<file path="src/rtl/router_port_reader.sv">
// router_port_reader
//   Consumer end of one router output port. Drains packets of the form
//   {len[5:0], addr[1:0]} header, len payload bytes, XOR parity byte from the
//   router FIFO, re-emits the payload as a framed byte stream, and reports
//   per-packet status plus running packet/error counters.
//
// Ports
//   clk, resetn          rising-edge clock, asynchronous active-low reset
//   enable               allows a new packet to start (looked at in IDLE only)
//   valid_out, data_out  router FIFO not-empty flag and read data (data is
//                        valid the cycle after read_en)
//   read_en              FIFO read strobe, combinational
//   byte_valid/data/sof/eof   registered payload stream, no backpressure
//   pkt_done             one-cycle status strobe; pkt_len, pkt_addr and the
//                        error flags are updated with it and held until the
//                        next one
//   pkt_count, err_count completed packets (wrapping) and errored packets
//                        (saturating)
module router_port_reader #(
  parameter logic [1:0]  PORT_ID   = 2'd0,
  parameter int unsigned STALL_MAX = 64
) (
  input  logic        clk,
  input  logic        resetn,
  input  logic        enable,
  input  logic        valid_out,
  input  logic [7:0]  data_out,
  output logic        read_en,
  output logic        byte_valid,
  output logic [7:0]  byte_data,
  output logic        byte_sof,
  output logic        byte_eof,
  output logic        pkt_done,
  output logic [5:0]  pkt_len,
  output logic [1:0]  pkt_addr,
  output logic        parity_err,
  output logic        addr_err,
  output logic        trunc_err,
  output logic [15:0] pkt_count,
  output logic [15:0] err_count
);

  typedef enum logic [1:0] {
    ST_IDLE = 2'd0,
    ST_HDR  = 2'd1,
    ST_BODY = 2'd2,
    ST_DONE = 2'd3
  } state_t;

  // Last stall-counter value before the abort fires: the abort is taken in
  // the STALL_MAX-th consecutive starved cycle.
  localparam logic [7:0] STALL_LAST = 8'(STALL_MAX - 32'd1);

  function automatic logic [7:0] parity_fold(input logic [7:0] acc, input logic [7:0] b);
    return acc ^ b;
  endfunction

  state_t      state_r;
  logic        rd_pend_r;
  logic [5:0]  len_r;
  logic [1:0]  addr_r;
  logic [7:0]  acc_r;
  logic [6:0]  req_left_r;   // reads still to issue (payload + parity)
  logic [6:0]  rx_left_r;    // captures still to receive (payload + parity)
  logic [7:0]  stall_r;
  logic        first_r;      // next forwarded byte is the first of the packet

  logic        byte_valid_r;
  logic [7:0]  byte_data_r;
  logic        byte_sof_r;
  logic        byte_eof_r;
  logic        pkt_done_r;
  logic [5:0]  pkt_len_r;
  logic [1:0]  pkt_addr_r;
  logic        parity_err_r;
  logic        addr_err_r;
  logic        trunc_err_r;
  logic [15:0] pkt_count_r;
  logic [15:0] err_count_r;

  logic        read_en_s;
  logic        starved_s;
  logic        stall_hit_s;

  // Read strobe: the state decides whether a read is wanted, valid_out gates it.
  always_comb begin
    read_en_s = 1'b0;
    case (state_r)
      ST_IDLE: read_en_s = enable & valid_out;
      ST_BODY: read_en_s = (req_left_r != 7'd0) & valid_out;
      default: read_en_s = 1'b0;
    endcase
  end

  assign starved_s   = (state_r == ST_BODY) && (req_left_r != 7'd0) && !valid_out;
  assign stall_hit_s = starved_s && (stall_r == STALL_LAST);

  // Packet FSM, byte stream, status and counters.
  always_ff @(posedge clk or negedge resetn) begin
    if (!resetn) begin
      state_r      <= ST_IDLE;
      rd_pend_r    <= 1'b0;
      len_r        <= 6'd0;
      addr_r       <= 2'd0;
      acc_r        <= 8'd0;
      req_left_r   <= 7'd0;
      rx_left_r    <= 7'd0;
      stall_r      <= 8'd0;
      first_r      <= 1'b0;
      byte_valid_r <= 1'b0;
      byte_data_r  <= 8'd0;
      byte_sof_r   <= 1'b0;
      byte_eof_r   <= 1'b0;
      pkt_done_r   <= 1'b0;
      pkt_len_r    <= 6'd0;
      pkt_addr_r   <= 2'd0;
      parity_err_r <= 1'b0;
      addr_err_r   <= 1'b0;
      trunc_err_r  <= 1'b0;
      pkt_count_r  <= 16'd0;
      err_count_r  <= 16'd0;
    end else begin
      rd_pend_r    <= read_en_s;
      byte_valid_r <= 1'b0;
      byte_sof_r   <= 1'b0;
      byte_eof_r   <= 1'b0;
      pkt_done_r   <= 1'b0;
      case (state_r)
        ST_IDLE: begin
          if (read_en_s) begin
            state_r <= ST_HDR;
          end else begin
            state_r <= ST_IDLE;
          end
        end
        ST_HDR: begin
          // The header read was issued in IDLE, so data_out holds it now.
          len_r      <= data_out[7:2];
          addr_r     <= data_out[1:0];
          acc_r      <= data_out;
          req_left_r <= {1'b0, data_out[7:2]} + 7'd1;
          rx_left_r  <= {1'b0, data_out[7:2]} + 7'd1;
          stall_r    <= 8'd0;
          first_r    <= 1'b1;
          state_r    <= ST_BODY;
        end
        ST_BODY: begin
          if (read_en_s) begin
            req_left_r <= req_left_r - 7'd1;
            stall_r    <= 8'd0;
          end else if (starved_s) begin
            stall_r <= stall_r + 8'd1;
          end else begin
            stall_r <= stall_r;
          end
          if (stall_hit_s) begin
            // Abort: any capture landing this cycle is deliberately dropped.
            trunc_err_r  <= 1'b1;
            parity_err_r <= 1'b0;
            addr_err_r   <= (addr_r != PORT_ID);
            pkt_len_r    <= len_r;
            pkt_addr_r   <= addr_r;
            pkt_done_r   <= 1'b1;
            state_r      <= ST_DONE;
          end else if (rd_pend_r) begin
            rx_left_r <= rx_left_r - 7'd1;
            if (rx_left_r > 7'd1) begin
              acc_r        <= parity_fold(acc_r, data_out);
              byte_valid_r <= 1'b1;
              byte_data_r  <= data_out;
              byte_sof_r   <= first_r;
              byte_eof_r   <= (rx_left_r == 7'd2);
              first_r      <= 1'b0;
            end else begin
              parity_err_r <= (data_out != acc_r);
              addr_err_r   <= (addr_r != PORT_ID);
              trunc_err_r  <= 1'b0;
              pkt_len_r    <= len_r;
              pkt_addr_r   <= addr_r;
              pkt_done_r   <= 1'b1;
              state_r      <= ST_DONE;
            end
          end else begin
            state_r <= ST_BODY;
          end
        end
        ST_DONE: begin
          pkt_count_r <= pkt_count_r + 16'd1;
          if ((parity_err_r || addr_err_r || trunc_err_r) && (err_count_r != 16'hFFFF)) begin
            err_count_r <= err_count_r + 16'd1;
          end else begin
            err_count_r <= err_count_r;
          end
          state_r <= ST_IDLE;
        end
        default: state_r <= ST_IDLE;
      endcase
    end
  end

  assign read_en    = read_en_s;
  assign byte_valid = byte_valid_r;
  assign byte_data  = byte_data_r;
  assign byte_sof   = byte_sof_r;
  assign byte_eof   = byte_eof_r;
  assign pkt_done   = pkt_done_r;
  assign pkt_len    = pkt_len_r;
  assign pkt_addr   = pkt_addr_r;
  assign parity_err = parity_err_r;
  assign addr_err   = addr_err_r;
  assign trunc_err  = trunc_err_r;
  assign pkt_count  = pkt_count_r;
  assign err_count  = err_count_r;

endmodule

</file>
<file path="config.mk">
export PLATFORM = sky130hd
export DESIGN_NAME = router_port_reader
export DESIGN_NICKNAME = d
export VERILOG_FILES = /design/src/rtl/router_port_reader.sv
export SDC_FILE = /design/constraint.sdc
export NUM_CORES = 1
export LEC_CHECK = 0
export ABC_AREA = 1
export BUFFER_PORTS_ARGS = -buffer_cell sky130_fd_sc_hd__buf_2
export CORE_MARGIN = 2
export CORE_UTILIZATION = 49
export DETAILED_ROUTE_END_ITERATION = 8
export GPL_TIMING_DRIVEN = 0
export PLACE_DENSITY = 0.73
export SYNTH_ARGS = -nofsm -noshare
export SYNTH_HDL_FRONTEND = slang
export SYNTH_SLANG_ARGS = --single-unit
</file>
<file path="constraint.sdc">
create_clock -name clk -period 1.7 [get_ports clk]
set_input_delay 0.085 -clock clk [delete_from_list [all_inputs] [get_ports clk]]
set_output_delay 0.085 -clock clk [all_outputs]
set_load 0.01 [all_outputs]
</file>
==> impl_metrics.ini <==
[run_status]
status = complete, but fails checks
violations = negative setup slack

[die]
die_area_um2 = 11100
die_height_um = 105
ios = 68
fp.coreArea_um2 = 10100
rows = 37
die_x_um = 105
start_util = 0.497

[routing]
vias = 4398
antenna_left = 0
post-route-drc-count = 0
routedWlPerCell_um = 14.1
viasPerCell = 5.18
wirelength_mm = 12.0
drt_iter0_markers = 323
firstDrtPassIters = 5

[timing]
tightestPinTransition_ns = 0.625
hold_violations = 0
finalHoldWorstSlack_ns = 0.0172
final-setup-viol-count = 1
period_needed_ns = 1.72
post-route-period-util = 1.01
maxSlewViolCount = 0
rsz0062_at_grt = yes
worst_slack_ns = -0.0181
slew_headroom = 0.583
fmax_mhz = 582
fin_skew_ns = 0.00956

[final_layout]
multiInputGateArea_um2 = 2450
fill_cells = 821
post_route_cells_drive_above_1_share = 0.262
antenna_cells = 0
final_nets = 733
syn2layout_area_growth_pct = 23.4
seq_area_um2 = 2430

[hold_path]
hold_class = in2reg

[clock_tree]
cts_buffer_depth = 2
clk_pin_slew_ns = 0.11
cts_tree = built
insertion_delay_ns = 0.38
cts_sinks = 97
numCtsBuffers = 9
htree_levels = 3
clockRootBuffer = clkbuf_8

[placed_design]
dp_slack_ns = -0.355
gp_congestion = 0.888
dp_hpwl_mm = 7.92
port_buffers = 65

[global_route]
grt_max_degree = 52
grt_overflow = 0
grt_pass1_wl_mm = 19.7
grt_use_total = 0.218
antenna_found_initial = 0
grt_pass1_vias = 4246

[power]
clock_power_share = 0.179
p_per_area_nw_per_um2 = 1510
switching_share = 0.423
power_frac_comb = 0.442
p_seq_frac = 0.379
p_int_mw = 5.41
ir_worst_vdd_mv = 0.769
p_sw_mw = 3.97
p_leak_nw = 3.09

[run]
drv_cap = 0

[logic_synthesis]
syn_nets = 627
yosysTopAreaCellShare = 0.482
seq_area_frac_synth = 0.482
synth_top_cell_by_area = dfrtp_1
netlist_area_um2 = 5040
synth_area_leaders = dfrtp_1 48%, nand2_1 13%, inv_1 4.3%
ys_types = 35
synth_area_per_cell_um2 = 8.37
synth_warnings = 0
ys_ff_latch = 97
synthCells = 602

[worst_setup_path]
crit_fanout = 4
criticalPathCategory = reg2out
arrival_ns = 1.63
end_kind = output pin
crit_path_start_kind = flip-flop
crit_required_ns = 1.62
[cell families (layout without fill, tap and decap cells)]
group / count (synthesis) / after routing / share of synthesized area
simple gates: 293 / 295 / 0.257
flops: 97 / 97 / 0.482
compound gates: 79 / 79 / 0.0884
buf+inv: 78 / 187 / 0.0675
xor+xnor: 42 / 42 / 0.0730
fa+ha+maj: 13 / 13 / 0.0323
[routing by layer]
metal	track usage	part of all wire	vias up
met5	0	0	-
met4	0.0486	0.012	0
met3	0.0427	0.050	13
met2	0.367	0.50	120
met1	0.293	0.44	2133
li1	-	-	2132
[cell usage in the layout, fill, tap and decap left out, types with 4 or more instances in the layout]
cell,synthesis,final
o21ai_0,42,40
ha_1,13,7
buf_2,6,65
nor2_4,2,6
xnor2_1,19,19
nand4_1,8,8
nor2_2,5,7
nand2_1,175,169
buf_6,3,4
nand3_1,29,27
dfrtp_1,97,96
nand3_2,5,6
buf_4,0,27
nand2_2,6,9
inv_2,4,9
ha_4,0,4
nor3_1,11,10
inv_1,58,51
a21oi_1,10,8
xor2_1,23,23
nand2_4,1,5
a21oi_2,8,10
clkbuf_8,0,9
nor2_1,46,41
o21ai_1,11,12
dlygate4sd3_1,0,4
[worst paths after layout]
check / from / endpoint / slack, ns / cells after the start
setup / recovery: state_r[0] / read_en / -0.02 / 7
hold / removal: data_out[3] / len_r[1] / 0.02 / 3
setup reg to reg: state_r[0] / state_r[0] / 0.03 / 9
hold reg to reg: pkt_count[15] / pkt_count[15] / 0.47 / 1
max in group asynchronous: resetn / acc_r[1] / 0.77 / 3
min in group asynchronous: resetn / err_count[8] / 0.25 / 2
[flip-flops by register name, indices dropped and copies added, names as in the netlist, 2 cells and up]
signal / count
addr_r: 2
pkt_len: 6
req_left_r: 7
len_r: 6
stall_r: 8
err_count: 16
rx_left_r: 7
byte_data: 8
pkt_addr: 2
acc_r: 8
state_r: 2
pkt_count: 16
[critical path, cell delays in order, from the launching register on]
cell	delay, ns
dfrtp_1	0.42
inv_2	0.10
ha_4	0.19
buf_6	0.12
nand4_1	0.13
nand2_2	0.11
inv_2	0.05
buf_6	0.11
[synthesized netlist by cell type, drive strengths merged]
library cell and number:
nand3 34, nor2 53, inv 62, dfrtp 97, xor2 23, o31ai 3, buf 10, nor3b 1
clkbuf 6, o22ai 2, nand2 183, a21oi 18, nand3b 1, ha 13, xnor2 19, o21bai 1
o21ai 53, a32o 1, a21o 1, nor3 12, nand4 9
[layout make-up]
class	instances	area share
Tap cell	136	0.0274
Multi-Input combinational cell	429	0.394
Inverter	62	0.0386
Clock buffer	9	0.0199
Timing Repair Buffer	95	0.0948
Clock inverter	7	0.0155
Buffer	14	0.0191
Sequential cell	97	0.391
[stage by stage]
step                cells  utilization  total power [mW]  cell area [µm²]  TNS [ns]
finish                849        0.613              9.38             6220   -0.0181
global route          849        0.613              10.1             6220    -0.383
CTS                   836        0.594              8.97             6020   -0.0157
detailed placement    804        0.549              6.98             5560     -6.89
global placement      803        0.546              6.84             5530    -44.53
floorplan             602            -              5.90             5040         0
[repair_timing]
item,CTS,global route
gates cloned,0,2
hold buffers,4,0
hold endpoints to repair,49,0
setup endpoints to repair,52,68
buffers inserted,13,12
resized for setup,29,34
pin swaps,6,10
[power groups by stage]
stage	Combinational [mW]	Clock, mW	Sequential (mW)
after floorplan	2.27	0	3.63
after global placement	3.31	0	3.53
after detailed placement	3.41	0	3.57
after CTS	3.75	1.68	3.53
after global routing	4.61	1.79	3.66
final	4.15	1.68	3.56
Note: power is estimated with default switching activity, not from simulation.
